File: config.mk
export PLATFORM = sky130hd
export DESIGN_NAME = apb_fifo_completer
export DESIGN_NICKNAME = d
export VERILOG_FILES = /design/src/rtl/apb_fifo_completer.sv
export SDC_FILE = /design/constraint.sdc
export NUM_CORES = 1
export LEC_CHECK = 0
export CORE_ASPECT_RATIO = 2
export CORE_UTILIZATION = 55
export CTS_BUF_LIST = sky130_fd_sc_hd__clkbuf_16
export CTS_CLUSTER_SIZE = 30
export DETAILED_ROUTE_END_ITERATION = 12
export DONT_BUFFER_PORTS = 1
export PLACE_DENSITY_LB_ADDON = 0.15
export SLEW_MARGIN = 20
export SYNTH_ARGS = -nofsm -noshare
export SYNTH_HDL_FRONTEND = slang
export SYNTH_SLANG_ARGS = --single-unit
export TNS_END_PERCENT = 100
File: constraint.sdc
create_clock -name PCLK -period 13.7 [get_ports PCLK]
set_input_delay 0 -clock PCLK [delete_from_list [all_inputs] [get_ports PCLK]]
set_output_delay 0 -clock PCLK [all_outputs]
set_load 0.01 [all_outputs]
File: src/rtl/apb_fifo_completer.sv
// apb_fifo_completer
//   APB completer bridging register accesses to two stream FIFOs.
//   TX FIFO is filled by APB writes to TXDATA and drained by a valid/ready
//   consumer; RX FIFO is filled by a valid/ready producer and drained by APB
//   reads of RXDATA. A programmable wait count (CTRL.WAIT) stretches PREADY.
// Ports:
//   PCLK, PRESET (async, active-high)
//   PSEL, PENABLE, PWRITE, PADDR[31:0], PWDATA[DW-1:0] : APB request
//   PRDATA[DW-1:0], PREADY                              : APB response
//   tx_valid, tx_data[DW-1:0], tx_ready                 : TX stream out
//   rx_valid, rx_data[DW-1:0], rx_ready                 : RX stream in
module apb_fifo_completer #(
    parameter int DEPTH = 8,
    parameter int DW    = 32
) (
    input  logic          PCLK,
    input  logic          PRESET,
    input  logic          PSEL,
    input  logic          PENABLE,
    input  logic          PWRITE,
    input  logic [31:0]   PADDR,
    input  logic [DW-1:0] PWDATA,
    output logic [DW-1:0] PRDATA,
    output logic          PREADY,
    output logic          tx_valid,
    output logic [DW-1:0] tx_data,
    input  logic          tx_ready,
    input  logic          rx_valid,
    input  logic [DW-1:0] rx_data,
    output logic          rx_ready
);
    localparam int AW = $clog2(DEPTH);
    localparam int CW = AW + 1;
    localparam logic [CW-1:0] FULL_CNT = CW'(DEPTH);

    typedef enum logic [1:0] {
        S_IDLE = 2'd0,
        S_WAIT = 2'd1,
        S_DONE = 2'd2
    } state_t;

    state_t         state_r, state_nxt_s;
    logic [3:0]     cnt_r;
    logic           cnt_load_s, cnt_dec_s;

    logic           ctrl_tx_en_r;
    logic [3:0]     ctrl_wait_r;
    logic           ovf_r, unf_r;

    logic [DW-1:0]  tx_mem_r [DEPTH];
    logic [DW-1:0]  rx_mem_r [DEPTH];
    logic [AW-1:0]  tx_wr_ptr_r, tx_rd_ptr_r, rx_wr_ptr_r, rx_rd_ptr_r;
    logic [CW-1:0]  tx_count_r, rx_count_r;

    logic           setup_s, commit_s, wr_s, rd_s, mapped_s;
    logic [1:0]     reg_sel_s;
    logic           tx_full_s, tx_empty_s, rx_full_s, rx_empty_s;
    logic           tx_push_req_s, tx_push_s, tx_pop_s;
    logic           rx_pop_req_s, rx_pop_s, rx_push_s;
    logic           ovf_set_s, unf_set_s, ovf_clr_s, unf_clr_s, ctrl_wr_s;
    logic [31:0]    status_s;
    logic [DW-1:0]  rd_mux_s;
    logic           unused_addr_s;

    assign unused_addr_s = ^{PADDR[31:12], PADDR[1:0]};

    assign setup_s   = PSEL & ~PENABLE;
    assign PREADY    = (state_r == S_DONE) & PSEL & PENABLE;
    assign commit_s  = PREADY;
    assign wr_s      = commit_s & PWRITE;
    assign rd_s      = commit_s & ~PWRITE;
    assign mapped_s  = (PADDR[11:4] == 8'd0);
    assign reg_sel_s = PADDR[3:2];

    assign tx_full_s  = (tx_count_r == FULL_CNT);
    assign tx_empty_s = (tx_count_r == {CW{1'b0}});
    assign rx_full_s  = (rx_count_r == FULL_CNT);
    assign rx_empty_s = (rx_count_r == {CW{1'b0}});

    // Full/empty checks use registered counts, so a same-cycle pop never
    // rescues a push into a full FIFO (and vice versa for empty reads).
    assign tx_push_req_s = wr_s & mapped_s & (reg_sel_s == 2'd0);
    assign tx_push_s     = tx_push_req_s & ~tx_full_s;
    assign ovf_set_s     = tx_push_req_s & tx_full_s;
    assign rx_pop_req_s  = rd_s & mapped_s & (reg_sel_s == 2'd1);
    assign rx_pop_s      = rx_pop_req_s & ~rx_empty_s;
    assign unf_set_s     = rx_pop_req_s & rx_empty_s;
    assign ovf_clr_s     = wr_s & mapped_s & (reg_sel_s == 2'd2) & PWDATA[4];
    assign unf_clr_s     = wr_s & mapped_s & (reg_sel_s == 2'd2) & PWDATA[5];
    assign ctrl_wr_s     = wr_s & mapped_s & (reg_sel_s == 2'd3);

    assign tx_valid  = ctrl_tx_en_r & ~tx_empty_s;
    assign tx_data   = tx_mem_r[tx_rd_ptr_r];
    assign tx_pop_s  = tx_valid & tx_ready;
    assign rx_ready  = ~rx_full_s;
    assign rx_push_s = rx_valid & ~rx_full_s;

    // Wait-state FSM: next state and counter controls.
    always_comb begin
        state_nxt_s = state_r;
        cnt_load_s  = 1'b0;
        cnt_dec_s   = 1'b0;
        case (state_r)
            S_IDLE, S_DONE: begin
                // A setup phase right after a commit starts the next transfer.
                if (setup_s) begin
                    cnt_load_s  = 1'b1;
                    state_nxt_s = (ctrl_wait_r == 4'd0) ? S_DONE : S_WAIT;
                end else begin
                    state_nxt_s = S_IDLE;
                end
            end
            S_WAIT: begin
                if (!PSEL) begin
                    state_nxt_s = S_IDLE;
                end else if (PENABLE) begin
                    cnt_dec_s   = 1'b1;
                    state_nxt_s = (cnt_r <= 4'd1) ? S_DONE : S_WAIT;
                end else begin
                    state_nxt_s = S_WAIT;
                end
            end
            default: begin
                state_nxt_s = S_IDLE;
            end
        endcase
    end

    // Wait-state FSM: state and wait counter registers.
    always_ff @(posedge PCLK or posedge PRESET) begin
        if (PRESET) begin
            state_r <= S_IDLE;
            cnt_r   <= 4'd0;
        end else begin
            state_r <= state_nxt_s;
            if (cnt_load_s) begin
                cnt_r <= ctrl_wait_r;
            end else if (cnt_dec_s) begin
                cnt_r <= cnt_r - 4'd1;
            end
        end
    end

    // Control and sticky error flags; a set beats a clear in the same cycle.
    always_ff @(posedge PCLK or posedge PRESET) begin
        if (PRESET) begin
            ctrl_tx_en_r <= 1'b0;
            ctrl_wait_r  <= 4'd0;
            ovf_r        <= 1'b0;
            unf_r        <= 1'b0;
        end else begin
            if (ctrl_wr_s) begin
                ctrl_tx_en_r <= PWDATA[0];
                ctrl_wait_r  <= PWDATA[11:8];
            end
            if (ovf_set_s) begin
                ovf_r <= 1'b1;
            end else if (ovf_clr_s) begin
                ovf_r <= 1'b0;
            end
            if (unf_set_s) begin
                unf_r <= 1'b1;
            end else if (unf_clr_s) begin
                unf_r <= 1'b0;
            end
        end
    end

    // FIFO pointers and occupancy counts.
    always_ff @(posedge PCLK or posedge PRESET) begin
        if (PRESET) begin
            tx_wr_ptr_r <= {AW{1'b0}};
            tx_rd_ptr_r <= {AW{1'b0}};
            tx_count_r  <= {CW{1'b0}};
            rx_wr_ptr_r <= {AW{1'b0}};
            rx_rd_ptr_r <= {AW{1'b0}};
            rx_count_r  <= {CW{1'b0}};
        end else begin
            if (tx_push_s) tx_wr_ptr_r <= tx_wr_ptr_r + AW'(1'b1);
            if (tx_pop_s)  tx_rd_ptr_r <= tx_rd_ptr_r + AW'(1'b1);
            if (rx_push_s) rx_wr_ptr_r <= rx_wr_ptr_r + AW'(1'b1);
            if (rx_pop_s)  rx_rd_ptr_r <= rx_rd_ptr_r + AW'(1'b1);
            tx_count_r <= tx_count_r + CW'(tx_push_s) - CW'(tx_pop_s);
            rx_count_r <= rx_count_r + CW'(rx_push_s) - CW'(rx_pop_s);
        end
    end

    // FIFO storage; contents are don't-care until written, so no reset.
    always_ff @(posedge PCLK) begin
        if (tx_push_s) tx_mem_r[tx_wr_ptr_r] <= PWDATA;
        if (rx_push_s) rx_mem_r[rx_wr_ptr_r] <= rx_data;
    end

    // Read-data mux; only presented on the commit cycle of a read.
    always_comb begin
        status_s        = 32'd0;
        status_s[0]     = tx_full_s;
        status_s[1]     = tx_empty_s;
        status_s[2]     = rx_full_s;
        status_s[3]     = rx_empty_s;
        status_s[4]     = ovf_r;
        status_s[5]     = unf_r;
        status_s[15:8]  = 8'(tx_count_r);
        status_s[23:16] = 8'(rx_count_r);
        rd_mux_s        = {DW{1'b0}};
        if (mapped_s) begin
            case (reg_sel_s)
                2'd0:    rd_mux_s = {DW{1'b0}};
                2'd1:    rd_mux_s = rx_empty_s ? {DW{1'b0}} : rx_mem_r[rx_rd_ptr_r];
                2'd2:    rd_mux_s = DW'(status_s);
                2'd3:    rd_mux_s = DW'({20'd0, ctrl_wait_r, 7'd0, ctrl_tx_en_r});
                default: rd_mux_s = {DW{1'b0}};
            endcase
        end else begin
            rd_mux_s = {DW{1'b0}};
        end
        if (rd_s) begin
            PRDATA = rd_mux_s;
        end else begin
            PRDATA = {DW{1'b0}};
        end
    end
endmodule

== Yosys cells after proc, flatten, opt, wreduce, memory -nomap -nowiden ==
Memory sizes are Yosys's and may differ from the RTL's.
Cells that the tools add are included.
Widths: inputs -> output; s select.
Storage, ports and cells
  word-level logic and storage cells: 92
  memory bits (writable): 512
  input port bits: 103
  memories kept: 2
  flip-flop bits (word level): 33
  output and inout bits: 67
Memories
  rx_mem_r: words 8, width 32, rd ports 1, clocked after memory_dff 0, write ports 1, RTL line 51  | logic [DW-1:0] rx_mem_r [DEPTH];
  tx_mem_r: words 8, width 32, rd ports 1, clocked after memory_dff 0, write ports 1, RTL line 50  | logic [DW-1:0] tx_mem_r [DEPTH];
Cells by class
  multiplexer cells: 25
  bitwise gates (word level): 26
  equality and inequality tests: 7
  reduce and logical (&&, ||, !) cells: 10
  $add $sub $neg: 9
  $lt $le $gt $ge: 1
Operators with widths (number)
  $pmux 32 s4: 1
  $mux 32: 3
  $and 1x1->1: 20
  $mux 1: 13
  $add 3x1->3 const B: 4
  $logic_not 4->1: 3
  $mux 2: 5
  $add 4x1->4: 2
  $eq 4x4->1 const B: 2
  $logic_not 8->1: 1
  $mux 4: 2
  $sub 4x1->4: 2
  $eq 2x2->1 const B: 3
  $not 1->1: 6
  $reduce_bool 2->1: 3
  $eq 2x1->1 const B: 2
  $le 4x1->1 const B: 1
  $logic_not 2->1: 2
  $pmux 2 s2: 1
  $sub 4x1->4 const B: 1
  $reduce_or 2->1: 1

== Depth between registers and ports, before layout ==
  depth in word-level cells: 9
  depth in mapped cells: 14
  mapped depth without buffers: 12

== Least setup slack after synthesis ==
OpenSTA, ideal clock, no wires.
  path type: reg2reg
  start point: reg state_r[0]
  end point: mem tx_mem_r[0][0] (enable)
  data arrival time: 4.402 ns
  clock period less this slack: 4.903 ns
  setup slack: 8.797 ns
  path buffers: 0
  data required time: 13.199 ns
  stages on the path, launching flop included: 5
  cell sequence: dfrtp_1 nand4b_1 nor4_2 nand3_2 nor4_1
On the way
  word-level cells in the longest chain between the ends: 9
RTL lines
  from (decl): RTL line 42  | state_t state_r, state_nxt_s;
  from (signal assigned): RTL line 135  | state_r <= state_nxt_s;
  $eq 2x2->1: RTL line 68  | assign PREADY = (state_r == S_DONE) & PSEL & PENABLE;
  $and 1x1->1 (2 in series): RTL line 68
  $and 1x1->1: RTL line 70  | assign wr_s = commit_s & PWRITE;
  $and 1x1->1 (2 in series): RTL line 82  | assign tx_push_req_s = wr_s & mapped_s & (reg_sel_s == 2'd0);
  $and 1x1->1: RTL line 83  | assign tx_push_s = tx_push_req_s & ~tx_full_s;
  $mux 1: RTL line 190  | if (tx_push_s) tx_mem_r[tx_wr_ptr_r] <= PWDATA;
  $mux 1 (implied by the code): RTL line 190
  to (decl): RTL line 50
No other way between the ends.

== Final worst setup path ==
  start point: reg rx_count_r[2]
  end point: reg rx_count_r[2]
On the way
  elaborated cells on any way between the ends: 8
  those cells by class: 2 x add/sub; 1 x eq/ne; 4 x bitwise; 1 x reduce/logical
RTL lines
  from (decl): RTL line 53  | logic [CW-1:0] tx_count_r, rx_count_r;
  from (signal assigned): RTL line 177  | rx_count_r <= {CW{1'b0}};
  from (signal assigned): RTL line 184  | rx_count_r <= rx_count_r + CW'(rx_push_s) - CW'(rx_pop_s);
  $logic_not 4->1: RTL line 78  | assign rx_empty_s = (rx_count_r == {CW{1'b0}});
  $not 1->1: RTL line 86  | assign rx_pop_s = rx_pop_req_s & ~rx_empty_s;
  $and 1x1->1: RTL line 86
  via rx_pop_s: RTL line 59  | logic rx_pop_req_s, rx_pop_s, rx_push_s;
  $sub 4x1->4: RTL line 184
The timed path passes the listed nets, and every way through them passes these cells.
A chain may end at the register's enable or synchronous reset.

==> impl_results.md <==
* Run status: complete, but fails checks
* Violated checks: hold timing
* Initial antenna violation count at 2
* Primary flip-flop cell chosen by synthesis mapping: sky130_fd_sc_hd__edfxtp_1
* Crit Path Class: reg -> reg
* Post-route cell area at 24300 sq um
* Number of enable flip-flop cells after synthesis at 512
* Detailed-router iteration count before antenna repair at 5
* Number of vias per cell after detailed routing at about 6
* Worst Hold Class: in -> async
* Dpl hpwl at 24.2 mm
* Switching power at roughly 0.76 mW
* Buffers added on ports at 0
* Wire length of the first global-routing pass at roughly 63 mm
* Boundary pin count at 170
* Slew margin rel. at 30.7%
* Sequential cell fraction of total power at 57.5%
* Clock tree root buffer cell: sky130_fd_sc_hd__clkbuf_16
* Leakage at between 7 and 8 nW
* Clock sinks at between 500 and 600
* Worst r2r src: rx_count_r[2]
* Final period utilization at between 20 and 30%
* Net Count, Synth at about 1100
* Crit start category: flop
* Count of mapped cells out of synthesis at just under 1000
* H-tree level count at 2
* Floorplan Core Area at 38200 sq um
* Ranking of synthesized cells by area: sky130_fd_sc_hd__edfxtp_1 72%, sky130_fd_sc_hd__mux4_2 13%, sky130_fd_sc_hd__dfrtp_1 3.9%
* Part of the Yosys area used for sequential elements at 75.7%
* Launch point of the worst path: rx_count_r[2]
* Number of distinct standard cells referenced by the synthesized netlist at 51
* Switching part of the total at between 20% and 30%
* P&R area growth vs syn at 13.6%
* Post-synthesis area per instance at approximately 22 sq um
* Actual transition at the worst max-transition pin at just over 1 ns
* Clock insertion delay at the later pin of the skew report at 0.55 ns
* Net count of the finished layout at between 1000 and 1500
* Synthesized cell area at approximately 21000 sq um
* Tot GR Track Use at 22.1%
* CTS clk-pin slew, worst paths at 0.07 ns
* CP endpoint kind: flop
* Top-area cell type share of the netlist area at 71.9%
* Number of max-capacitance violations reported at 0
* 1st-iter DRT viols at 645
* GR Layer Usage met1 at 23.9%
* Average wire length per cell after detail routing at about 25 um
* Worst hold slack after final layout at -0.00780 ns
* Post-detailed-routing wire length at about 42 mm
* Die height at between 200 and 300 um
* Remaining Overflow, GRT at 0
* Worst vdd ir at between 100 and 150 uV
* R2R cell count at 11
* Fraction of synthesis flops using an asynchronous set or reset pin at around 6%
* Via count of the routed design at roughly 9800
* Met2 Resource Use GR at 41.6%
* Worst Path Required at 14.15 ns
* Minimum clock period after layout at 3.76 ns
* Worst reg-to-reg setup slack at ~10 ns
* Largest net degree at the start of global routing at between 50 and 60
* Gp weighted congestion at between 0.7 and 0.8
* Share of cells above drive strength 1 at 25.7%
* Critical path peak fanout at 21
* Number of warnings reported in the yosys synthesis log at 0
* Arrival time at the worst endpoint at roughly 4.2 ns
* Instance area at placement at between 20000 and 25000 sq um
* Peak-usage layer in the global routing report: met2
* Final total negative setup slack at 0 ns
* Worst-case clock buffer depth at 3
* Worst clock skew on the final layout at 0.0184 ns
* DR DRC count at 0
* Timing endpoint of the critical path: rx_count_r[2]
* Number of synthesized register bits at 545
* Final Max Tran Viols at 0
* Die area at slightly below 40000 sq um
* Via count of the first global-routing pass at 10700
* Met3 track demand over resource at slightly above 4%
* Setup repair after global routing missed its margin: no
* Layout fillers at around 2600
* Highest Clock Rate at about 270 MHz
* Starting density of the core at between 50% and 60%
* Die width at 141 um
* Pwr dens at about 140 nW/um^2
* Biggest area consumer among synthesized cells: sky130_fd_sc_hd__edfxtp_1
* Cts bufs inserted at 44
* End of the worst register-to-register path: rx_count_r[2]
* Final Hold Vio Count at 2
* Remaining number of nets flagged by the antenna check after routing at 0
* Pint at ~2.7 mW
* Part of the power in combinational logic at under 10%
* TritonCTS clock tree: built
* Setup-failing EPs final at 0
* Clock power frac at around 35%
* # rows at about 100
[per-stage QoR]
step | util [%] | power, mW | setup slack [ns] | cells
3_3_place_gp | 57.9 | 2.26 | 9.88 | 1487
3_5_place_dp | 57.9 | 2.27 | 9.92 | 1487
4_1_cts | 63.6 | 3.49 | 9.89 | 1650
2_1_floorplan | - | 2.18 | 8.80 | 994
6_report | 63.7 | 3.46 | 9.94 | 1652
5_1_grt | 63.7 | 3.58 | 9.68 | 1652
[power groups by stage]
stage	Sequential (mW)	Combinational [mW]	Clock, mW
global placement	2.02	0.238	0
detailed placement	2.03	0.243	0
CTS	1.99	0.279	1.22
floorplan	2.02	0.158	0
global route	2.00	0.300	1.28
finish	1.99	0.272	1.20
[final cells by class]
type,count,area [sq um],area share [%]
diodes,2,5.00,0.0206
inverters,24,90.1,0.371
clock buffers,45,1130,4.64
clock inverters,35,220,0.906
multi-input cells,380,4990,20.6
flip-flops and latches,545,16200,66.7
repair buffers,106,1000,4.13
well taps,515,644,2.65
[cells in the mapped netlist, drive strengths merged (4+ instances only)]
cell type and n:
edfxtp 512, mux4 128, mux2 53, nor2 47, dfrtp 33, buf 30, inv 24, mux2i 21
ha 18, nand2 17, clkbuf 15, nor3 11, a21oi 8, nand2b 8, xnor2 7, a22oi 6
nor4 6, nand3 5, xor2 5, o21ai 4
[critical path, stage by stage, from the launching register on]
cell	delay (ns)
sky130_fd_sc_hd__dfrtp_1	0.38
sky130_fd_sc_hd__inv_1	0.11
sky130_fd_sc_hd__ha_1	0.17
sky130_fd_sc_hd__or3b_2	0.47
sky130_fd_sc_hd__and3_1	0.41
sky130_fd_sc_hd__nand2_1	0.86
sky130_fd_sc_hd__inv_1	0.11
sky130_fd_sc_hd__ha_1	0.32
sky130_fd_sc_hd__inv_1	0.04
sky130_fd_sc_hd__ha_1	0.21
sky130_fd_sc_hd__fa_1	0.42
sky130_fd_sc_hd__xor2_1	0.15
[cells by family (layout without fill, tap and decap cells)]
logic type	after synthesis	count (layout)	share of synthesized area [%]
flip-flops	545	545	75.7
AND/OR/NAND/NOR	110	110	2.68
buffers and inverters	69	210	1.40
other	0	2	0
adder cells (fa/ha/maj)	20	20	1.24
XOR/XNOR	12	12	0.491
multiplexers	202	202	17.3
AO/OA/AOI/OAI	36	36	1.18
[cells in the final DEF, fill, tap and decap left out, drive strengths merged, types with 2 or more instances in the layout]
master | synthesis | layout
or3b | 3 | 3
mux4 | 128 | 128
a31oi | 3 | 3
nor2 | 47 | 47
inv | 24 | 34
or4 | 2 | 2
a22oi | 6 | 6
a32oi | 3 | 3
mux2 | 53 | 53
nor3 | 11 | 11
edfxtp | 512 | 512
nand4b | 2 | 2
o21ai | 4 | 4
mux2i | 21 | 21
xor2 | 5 | 5
bufinv | 0 | 3
buf | 30 | 23
diode | 0 | 2
fa | 2 | 2
clkinv | 0 | 22
clkbuf | 15 | 45
a21o | 2 | 2
nor4 | 6 | 6
ha | 18 | 18
nand2b | 8 | 8
dlygate4sd3 | 0 | 83
xnor2 | 7 | 7
dfrtp | 33 | 33
and3 | 2 | 2
a21oi | 8 | 8
nand2 | 17 | 17
nand4 | 2 | 2
nand3 | 5 | 5
[state kept, by name, indices dropped and copies added (netlist names), 3 cells and up]
| signal | count |
|---|---|
| rx_mem_r | 256 |
| tx_mem_r | 256 |
| cnt_r | 4 |
| ctrl_wait_r | 4 |
| rx_count_r | 4 |
| tx_count_r | 4 |
| rx_rd_ptr_r | 3 |
| rx_wr_ptr_r | 3 |
| tx_rd_ptr_r | 3 |
| tx_wr_ptr_r | 3 |
[layer usage]
| layer | wire, um | share of wire, % | up-vias |
|---|---|---|---|
| li1 | - | - | 4289 |
| met1 | 14900 | 36 | 5170 |
| met2 | 23200 | 56 | 245 |
| met3 | 2080 | 5.0 | 74 |
| met4 | 1530 | 3.7 | 0 |
| met5 | 0 | 0 | - |
[worst min path at each step]
stage | start | slack [ns] | to | cells past startpoint
after floorplan | PWRITE | 0.05 | PRDATA[3] | 1
after global placement | PRESET | 0.02 | cnt_r[0] | 2
after detailed placement | PRESET | 0.04 | state_r[0] | 2
after global routing | PRESET | 0.02 | cnt_r[0] | 3
after CTS | PRESET | 0.004 | cnt_r[0] | 3
final | PRESET | -0.008 | state_r[0] | 3
[repair_timing]
action                     CTS  global route
hold endpoints to repair   568             0
resized for setup            0             0
setup endpoints to repair    0             0
setup buffers                0             0
hold buffers                83             0
Power figures use the tool's default switching activity.
